--- config.mk ---
export PLATFORM = sky130hd
export DESIGN_NAME = chunked_add_sub
export DESIGN_NICKNAME = d
export VERILOG_FILES = /design/src/rtl/chunked_add_sub.sv
export SDC_FILE = /design/constraint.sdc
export NUM_CORES = 1
export LEC_CHECK = 0
export ABC_AREA = 1
export CAP_MARGIN = 20
export CORE_AREA = 2 2 84 86
export DETAILED_ROUTE_END_ITERATION = 8
export DIE_AREA = 0 0 86 88
export PLACE_DENSITY = 0.43
export REMOVE_ABC_BUFFERS = 1
export SETUP_SLACK_MARGIN = 0.15
export SLEW_MARGIN = 5
export SYNTH_ARGS = -nofsm -noshare
export SYNTH_HDL_FRONTEND = slang
export SYNTH_SLANG_ARGS = --single-unit
--- constraint.sdc ---
create_clock -name clk -period 3.45 [get_ports clk]
set_clock_uncertainty 0.1 [all_clocks]
set_input_delay 0.5175 -clock clk [delete_from_list [all_inputs] [get_ports clk]]
set_output_delay 0.5175 -clock clk [all_outputs]
set_load 0.02 [all_outputs]
--- src/rtl/chunked_add_sub.sv ---
// ============================================================================
//  Module   : chunked_add_sub
//  Brief    : Multi-cycle adder/subtractor, CHUNK bits per cycle, LSB slice
//             first, with N/Z/C/V flags over a valid/ready handshake.
//  Revision : 1.0 - initial release
// ============================================================================
`default_nettype none

module chunked_add_sub #(
   parameter int WIDTH = 8,
   parameter int CHUNK = 2
) (
   input  logic             clk,
   input  logic             rst,
   input  logic             in_valid,
   output logic             in_ready,
   input  logic [WIDTH-1:0] a,
   input  logic [WIDTH-1:0] b_comp,
   input  logic             subs,
   output logic             out_valid,
   input  logic             out_ready,
   output logic [WIDTH-1:0] sum,
   output logic             flag_n,
   output logic             flag_z,
   output logic             flag_c,
   output logic             flag_v
);

   localparam int NCHUNK = WIDTH / CHUNK;
   localparam int CNT_W  = (NCHUNK > 1) ? $clog2(NCHUNK) : 1;

   typedef enum logic [1:0] {
      IDLE = 2'd0,
      BUSY = 2'd1,
      DONE = 2'd2
   } state_t;

   state_t             state_q, state_d;
   logic [WIDTH-1:0]   a_q, a_d;
   logic [WIDTH-1:0]   b_q, b_d;
   logic [WIDTH-1:0]   sum_q, sum_d;
   logic               a_msb_q, a_msb_d;
   logic               b_msb_q, b_msb_d;
   logic               carry_q, carry_d;
   logic [CNT_W-1:0]   count_q, count_d;
   logic               out_valid_q, out_valid_d;
   logic               flag_n_q, flag_n_d;
   logic               flag_z_q, flag_z_d;
   logic               flag_c_q, flag_c_d;
   logic               flag_v_q, flag_v_d;

   logic [CHUNK:0]     slice_res;
   logic [WIDTH-1:0]   sum_next;
   logic               last_slice;

   // Operands shift right each cycle so the active slice is always at bit 0;
   // result slices enter at the top and settle into place after NCHUNK steps.
   assign slice_res  = {1'b0, a_q[CHUNK-1:0]} + {1'b0, b_q[CHUNK-1:0]}
                     + {{CHUNK{1'b0}}, carry_q};
   assign sum_next   = (sum_q >> CHUNK)
                     | (WIDTH'(slice_res[CHUNK-1:0]) << (WIDTH - CHUNK));
   assign last_slice = (count_q == CNT_W'(NCHUNK - 1));

   always_comb begin
      state_d  = state_q;
      a_d      = a_q;
      b_d      = b_q;
      sum_d    = sum_q;
      a_msb_d  = a_msb_q;
      b_msb_d  = b_msb_q;
      carry_d  = carry_q;
      count_d  = count_q;
      flag_n_d = flag_n_q;
      flag_z_d = flag_z_q;
      flag_c_d = flag_c_q;
      flag_v_d = flag_v_q;

      case (state_q)
         IDLE: begin
            if (in_valid) begin
               a_d     = a;
               b_d     = b_comp;
               a_msb_d = a[WIDTH-1];
               b_msb_d = b_comp[WIDTH-1];
               carry_d = subs;
               count_d = '0;
               sum_d   = '0;
               state_d = BUSY;
            end
         end
         BUSY: begin
            a_d     = a_q >> CHUNK;
            b_d     = b_q >> CHUNK;
            sum_d   = sum_next;
            carry_d = slice_res[CHUNK];
            count_d = count_q + CNT_W'(1);
            if (last_slice) begin
               count_d  = '0;
               flag_n_d = sum_next[WIDTH-1];
               flag_z_d = (sum_next == '0);
               flag_c_d = slice_res[CHUNK];
               flag_v_d = (a_msb_q == b_msb_q) && (sum_next[WIDTH-1] != a_msb_q);
               state_d  = DONE;
            end
         end
         DONE: begin
            if (out_ready) begin
               state_d = IDLE;
            end
         end
         default: begin
            state_d = IDLE;
         end
      endcase

      out_valid_d = (state_d == DONE);
   end

   always_ff @(posedge clk) begin
      if (rst) begin
         state_q     <= IDLE;
         a_q         <= '0;
         b_q         <= '0;
         sum_q       <= '0;
         a_msb_q     <= 1'b0;
         b_msb_q     <= 1'b0;
         carry_q     <= 1'b0;
         count_q     <= '0;
         out_valid_q <= 1'b0;
         flag_n_q    <= 1'b0;
         flag_z_q    <= 1'b0;
         flag_c_q    <= 1'b0;
         flag_v_q    <= 1'b0;
      end else begin
         state_q     <= state_d;
         a_q         <= a_d;
         b_q         <= b_d;
         sum_q       <= sum_d;
         a_msb_q     <= a_msb_d;
         b_msb_q     <= b_msb_d;
         carry_q     <= carry_d;
         count_q     <= count_d;
         out_valid_q <= out_valid_d;
         flag_n_q    <= flag_n_d;
         flag_z_q    <= flag_z_d;
         flag_c_q    <= flag_c_d;
         flag_v_q    <= flag_v_d;
      end
   end

   // Reset gates in_ready immediately so nothing is accepted while it is high.
   assign in_ready  = (state_q == IDLE) && !rst;
   assign out_valid = out_valid_q;
   assign sum       = sum_q;
   assign flag_n    = flag_n_q;
   assign flag_z    = flag_z_q;
   assign flag_c    = flag_c_q;
   assign flag_v    = flag_v_q;

endmodule

`default_nettype wire

---- Yosys cells after proc, flatten, opt, wreduce, memory -nomap -nowiden ----
Index checks and enable logic that the tools add are counted.
word-level totals
  register bits ........................... 36
  input bits .............................. 21
  output and inout port bits .............. 14
operators by class
  $add $sub $neg .......................... 3
  eq/ne operators ......................... 7
  muxes and demuxes ....................... 15
  bitwise operators ....................... 1
  reduce and logical (&&, ||, !) cells .... 9
operators by type and width
  operator               count
  $pmux W8 S2            3
  $mux W8                3
  $mux W2                5
  $logic_not A8 Y1       1
  $or A6 B8 Y8           1
  $eq A2 B2 Y1 const B   3
  $pmux W2 S3            1
  $reduce_and A2 Y1      3
  $pmux W2 S2            1
  $add A2 B2 Y3          1
  $add A3 B1 Y3          1
  $add A2 B1 Y2 const B  1
  $eq A2 B1 Y1 const B   1
  $logic_and A1 B1 Y1    2
  $logic_not A2 Y1       1
  $ne A2 B2 Y1 const B   1
  $pmux W1 S2            1
  $reduce_bool A2 Y1     1
  $eq A1 B1 Y1           1
  $logic_not A1 Y1       1
  $mux W1                1
  $ne A1 B1 Y1           1

---- Logic depth before layout (Yosys ltp) ----
  depth after elaboration ................. 5
  gate-level depth with buffers ........... 9
  depth with buffers taken out ............ 9

---- Worst setup path after synthesis ----
OpenSTA, ideal clock, no wires.
  kind .................................... flip-flop to flip-flop
  start point ............................. register a_q[0]
  end point ............................... register flag_z_q, in the netlist flag_z
  library setup time ...................... 0.070 ns
  data arrival time ....................... 1.612 ns
  data required time ...................... 3.280 ns
  slack ................................... 1.668 ns
  stages on the path, launching flop included .. 10
  buffers on the path ..................... 0
  cells stage by stage .................... dfxtp_1 inv_1 fa_1 inv_1 fa_1 inv_1 nand2_1 nor2_1 nand2_1 a21oi_1
on the way
  cells in the longest elaborated chain, start to end .. 4
ends and longest elaborated chain
  what                    line  text
  from (decl)             39    logic [WIDTH-1:0] a_q, a_d;
  from (signal assigned)  122   a_q <= '0;
  from (signal assigned)  136   a_q <= a_d;
  $add A2 B2 Y3           58    assign slice_res = {1'b0, a_q[CHUNK-1:0]} + {1'b0, b_q[CHUNK-1:0]}
  $add A3 B1 Y3           59    + {{CHUNK{1'b0}}, carry_q};
  net slice_res[1]        52    logic [CHUNK:0] slice_res;
  $or A6 B8 Y8            61    | (WIDTH'(slice_res[CHUNK-1:0]) << (WIDTH - CHUNK));
  $logic_not A8 Y1        100   flag_z_d = (sum_next == '0);
  to (signal assigned)    145   flag_z_q <= flag_z_d;
  to (decl)               48    logic flag_z_q, flag_z_d;
The timed path passes the listed nets, and every way through them passes these cells.
A chain may end at the register's enable or synchronous reset.

---- Final worst setup path ----
  start point ............................. input rst
  end point ............................... output in_ready
on the way
  cells in the longest elaborated chain, start to end .. 2
ends and longest elaborated chain
  what                 line  text
  from (decl)          14    input logic rst,
  $logic_not A1 Y1     152   assign in_ready = (state_q == IDLE) && !rst;
  $logic_and A1 B1 Y1  152
  to (decl)            16    output logic in_ready,
No other way between the ends.

==> tab_implementation.tex <==
\begin{tabular}{lr}
\hline
Metric & Value \\
\hline
\multicolumn{2}{l}{\textbf{Placement}} \\
Worst Setup Slack post-DPL & 1.12 ns \\
Cell total after placement & 345 \\
IO buf count & 34 \\
Detailed placement HPWL & 2.48 mm \\
Area post-placement & 2010 um\^{}2 \\
GP Congestion & 0.701 \\
\multicolumn{2}{l}{\textbf{Drt}} \\
Detailed router's first-iteration violation count & 66 \\
Initial DRT Pass Iterations & 4 \\
Sum of routed wire length over all layers & 3.78 mm \\
Detail-routed net length per standard cell & 10.7 um \\
Post-DRT Antenna Nets & 0 \\
Detailed-route vias per instance & between 4 and 5 \\
Drc violations & 0 \\
Via count & 1490 \\
\multicolumn{2}{l}{\textbf{Global route}} \\
Number of antenna violations at the first check in global routing & 0 \\
First-pass GRT wire length & 6.66 mm \\
Vias in the first global route & 1491 \\
GRT Residual Overflow & 0 \\
Total global-route track usage & 11.3\% \\
Maximum number of pins on one net before global-route repair & 35 \\
\multicolumn{2}{l}{\textbf{CTS}} \\
Clock sinks & 36 \\
CTS tree & built \\
Hold\_buf cts & 0 \\
Reg clk slew, reported paths & 0.08 ns \\
Cts repair resizes & 0 \\
Longest Clk Path Bufs & 2 \\
Clock latency at the later pin of the worst-skew pair & between 0.2 and 0.3 ns \\
Number of buffers inserted during clock tree synthesis & 5 \\
CTS H-Tree Depth & 2 \\
Root buf cell & clkbuf\_8 \\
Number of buffers added for setup after CTS & 0 \\
\multicolumn{2}{l}{\textbf{Floorplanning}} \\
Top-Level Pins & 35 \\
Height of the chip & 88 um \\
Starting utilization of the core area & between 20\% and 30\% \\
Std-Cell Rows & 30 \\
Die area & 7570 um\^{}2 \\
Core area & 6640 um\^{}2 \\
Die outline width & 86 um \\
\multicolumn{2}{l}{\textbf{Yosys}} \\
Number of different library cells in the post-synthesis netlist & 20 \\
Part of the Yosys area used for sequential elements & around 45\% \\
Synth Warn \# & 0 \\
Cell accounting for the most synthesized area & dfxtp\_1 \\
Avg Cell Area, Syn & around 6.7 um\^{}2 \\
Post-synth design cell area & 1600 um\^{}2 \\
Ranking of synthesized cells by area & dfxtp\_1, nand2\_1, nor2\_1, inv\_1, a21oi\_1 \\
FF+latch count, synth & 36 \\
Number of instances in the synthesized netlist & 239 \\
Area fraction of the dominant cell type after synthesis & 44.9\% \\
\multicolumn{2}{l}{\textbf{Layout}} \\
Synth-to-Final Area Change & 30.7\% \\
Antenna diodes & 0 \\
Final non-filler cell area & 2100 um\^{}2 \\
Share of layout cells above drive strength 1 & 4.76\% \\
Post-route core utilization & 31.5\% \\
Final Instance Count excl. Fillers & roughly 350 \\
Number of nets in the final layout & around 300 \\
\multicolumn{2}{l}{\textbf{Worst setup path}} \\
Arrival time worst endpoint & 1.70 ns \\
WP data required & 2.83 ns \\
Worst r2r dst & flag\_z\$\_SDFFE\_PP0P\_ \\
Startpoint of the most critical register-to-register path & a\_q[0]\$\_SDFFE\_PP0P\_ \\
Setup slack of the worst register-to-register path & 1.49 ns \\
Startpoint Class & input pin \\
Maximum fanout count along the critical path & 2 \\
R2R cell count & 9 \\
Worst Setup Path Type & in -> out \\
CP Capture Type & output port \\
\multicolumn{2}{l}{\textbf{Timing}} \\
Max transition margin & 48.4\% \\
Final number of hold-violating endpoints & 0 \\
Measured slew at the worst slew-check pin & between 0.7 and 0.8 ns \\
Setup TNS after final layout & 0 ns \\
RSZ-0062 raised after global routing & false \\
Fmax & 432 MHz \\
Worst setup margin & 1.14 ns \\
Share of the cycle needed by the critical path after routing & approximately two thirds \\
Final setup fails & 0 \\
Clock period minus worst slack & 2.31 ns \\
Count of pins over their slew limit & 0 \\
\multicolumn{2}{l}{\textbf{Status}} \\
Status & finished, final reports clean \\
\multicolumn{2}{l}{\textbf{Pwr}} \\
Worst ir drop on vdd & approximately 0.00016 V \\
Total power density per cell area & 434 nW/um\^{}2 \\
Pleak & roughly 0.9 nW \\
\multicolumn{2}{l}{\textbf{Min path}} \\
Worst hold path cell count & 2 \\
Type of the most critical hold path & reg -> reg \\
Worst hold start & sum[1]\$\_SDFFE\_PP0P\_ \\
Destination of the worst hold path & sum[1]\$\_SDFFE\_PP0P\_ \\
\multicolumn{2}{l}{\textbf{Flow run}} \\
Max-Cap Viols & 0 \\
\hline
\end{tabular}
==> routing by layer <==
metal | up-vias | GRT usage [%] | share of wire (%)
met3 | 5 | 2.73 | 3.9
met1 | 665 | 13.8 | 49
met2 | 30 | 19.2 | 45
met5 | - | 0 | 0
li1 | 790 | - | -
met4 | 0 | 4.33 | 1.1
==> flip-flops by register name, indices dropped and copies added, names as in the netlist, 2 cells and up <==
register  flops
state_q       2
count_q       2
a_q           8
b_q           8
sum           8
==> how the worst max path moves through the flow <==
stage / start / depth (start not counted) / to
after global placement: rst / 3 / in_ready
after global routing: rst / 3 / in_ready
final: rst / 3 / in_ready
after CTS: rst / 3 / in_ready
after floorplan: a_q[0]$_SDFFE_PP0P_ / 9 / flag_z$_SDFFE_PP0P_
after detailed placement: rst / 3 / in_ready
==> Yosys cell counts (all sizes together) <==
master and number:
nor3 2, nand3 3, buf 7, fa 2
nand2 70, ha 1, nor2 51, o21ai 17
or2 1, clkbuf 2, inv 28, a21oi 19
dfxtp 36
==> cell usage in the layout, fill, tap and decap left out, types with 3 or more instances in the layout <==
master and n:
nor2_1 50, clkbuf_8 6, nand2_1 69, clkdlybuf4s50_1 34, o21ai_1 14, a21oi_1 19, dfxtp_1 36, inv_1 26
nand3_1 3
==> where the power goes <==
part	switching (W)	internal [W]	leakage (nW)	total, W
clock	0.000153	0.000163	0.0455	0.000316
sequential	0.0000146	0.000438	0.295	0.000452
combinational	0.0000795	0.0000625	0.560	0.000142
==> kinds of logic (layout without fill, tap and decap cells) <==
family / after synthesis / in the layout / synth area share [%]
simple gates: 127 / 127 / 30.9
buf+inv: 37 / 71 / 9.44
fa+ha+maj: 3 / 3 / 3.28
compound gates: 36 / 36 / 11.5
flops: 36 / 36 / 44.9
==> through the flow <==
step                      hold WS, ns  total power [W]
after floorplan                 0.339         0.000545
after global placement          0.350         0.000608
after detailed placement        0.359         0.000607
after CTS                       0.370         0.000924
after global routing            0.392         0.000960
final                           0.368         0.000910
==> worst max-delay path: stages <==
cell and delay, ns:
clkdlybuf4s50_1 0.42, nor3_1 0.13, clkdlybuf4s50_1 0.62
==> area by class of cell <==
type,instances,area (um^2)
timing repair buffer,35,348
clock buffer,8,90.1
inverter,28,105
sequential,36,721
multi-input combinational,166,732
tap,80,100
fill,766,4550
Power figures use the tool's default switching activity.
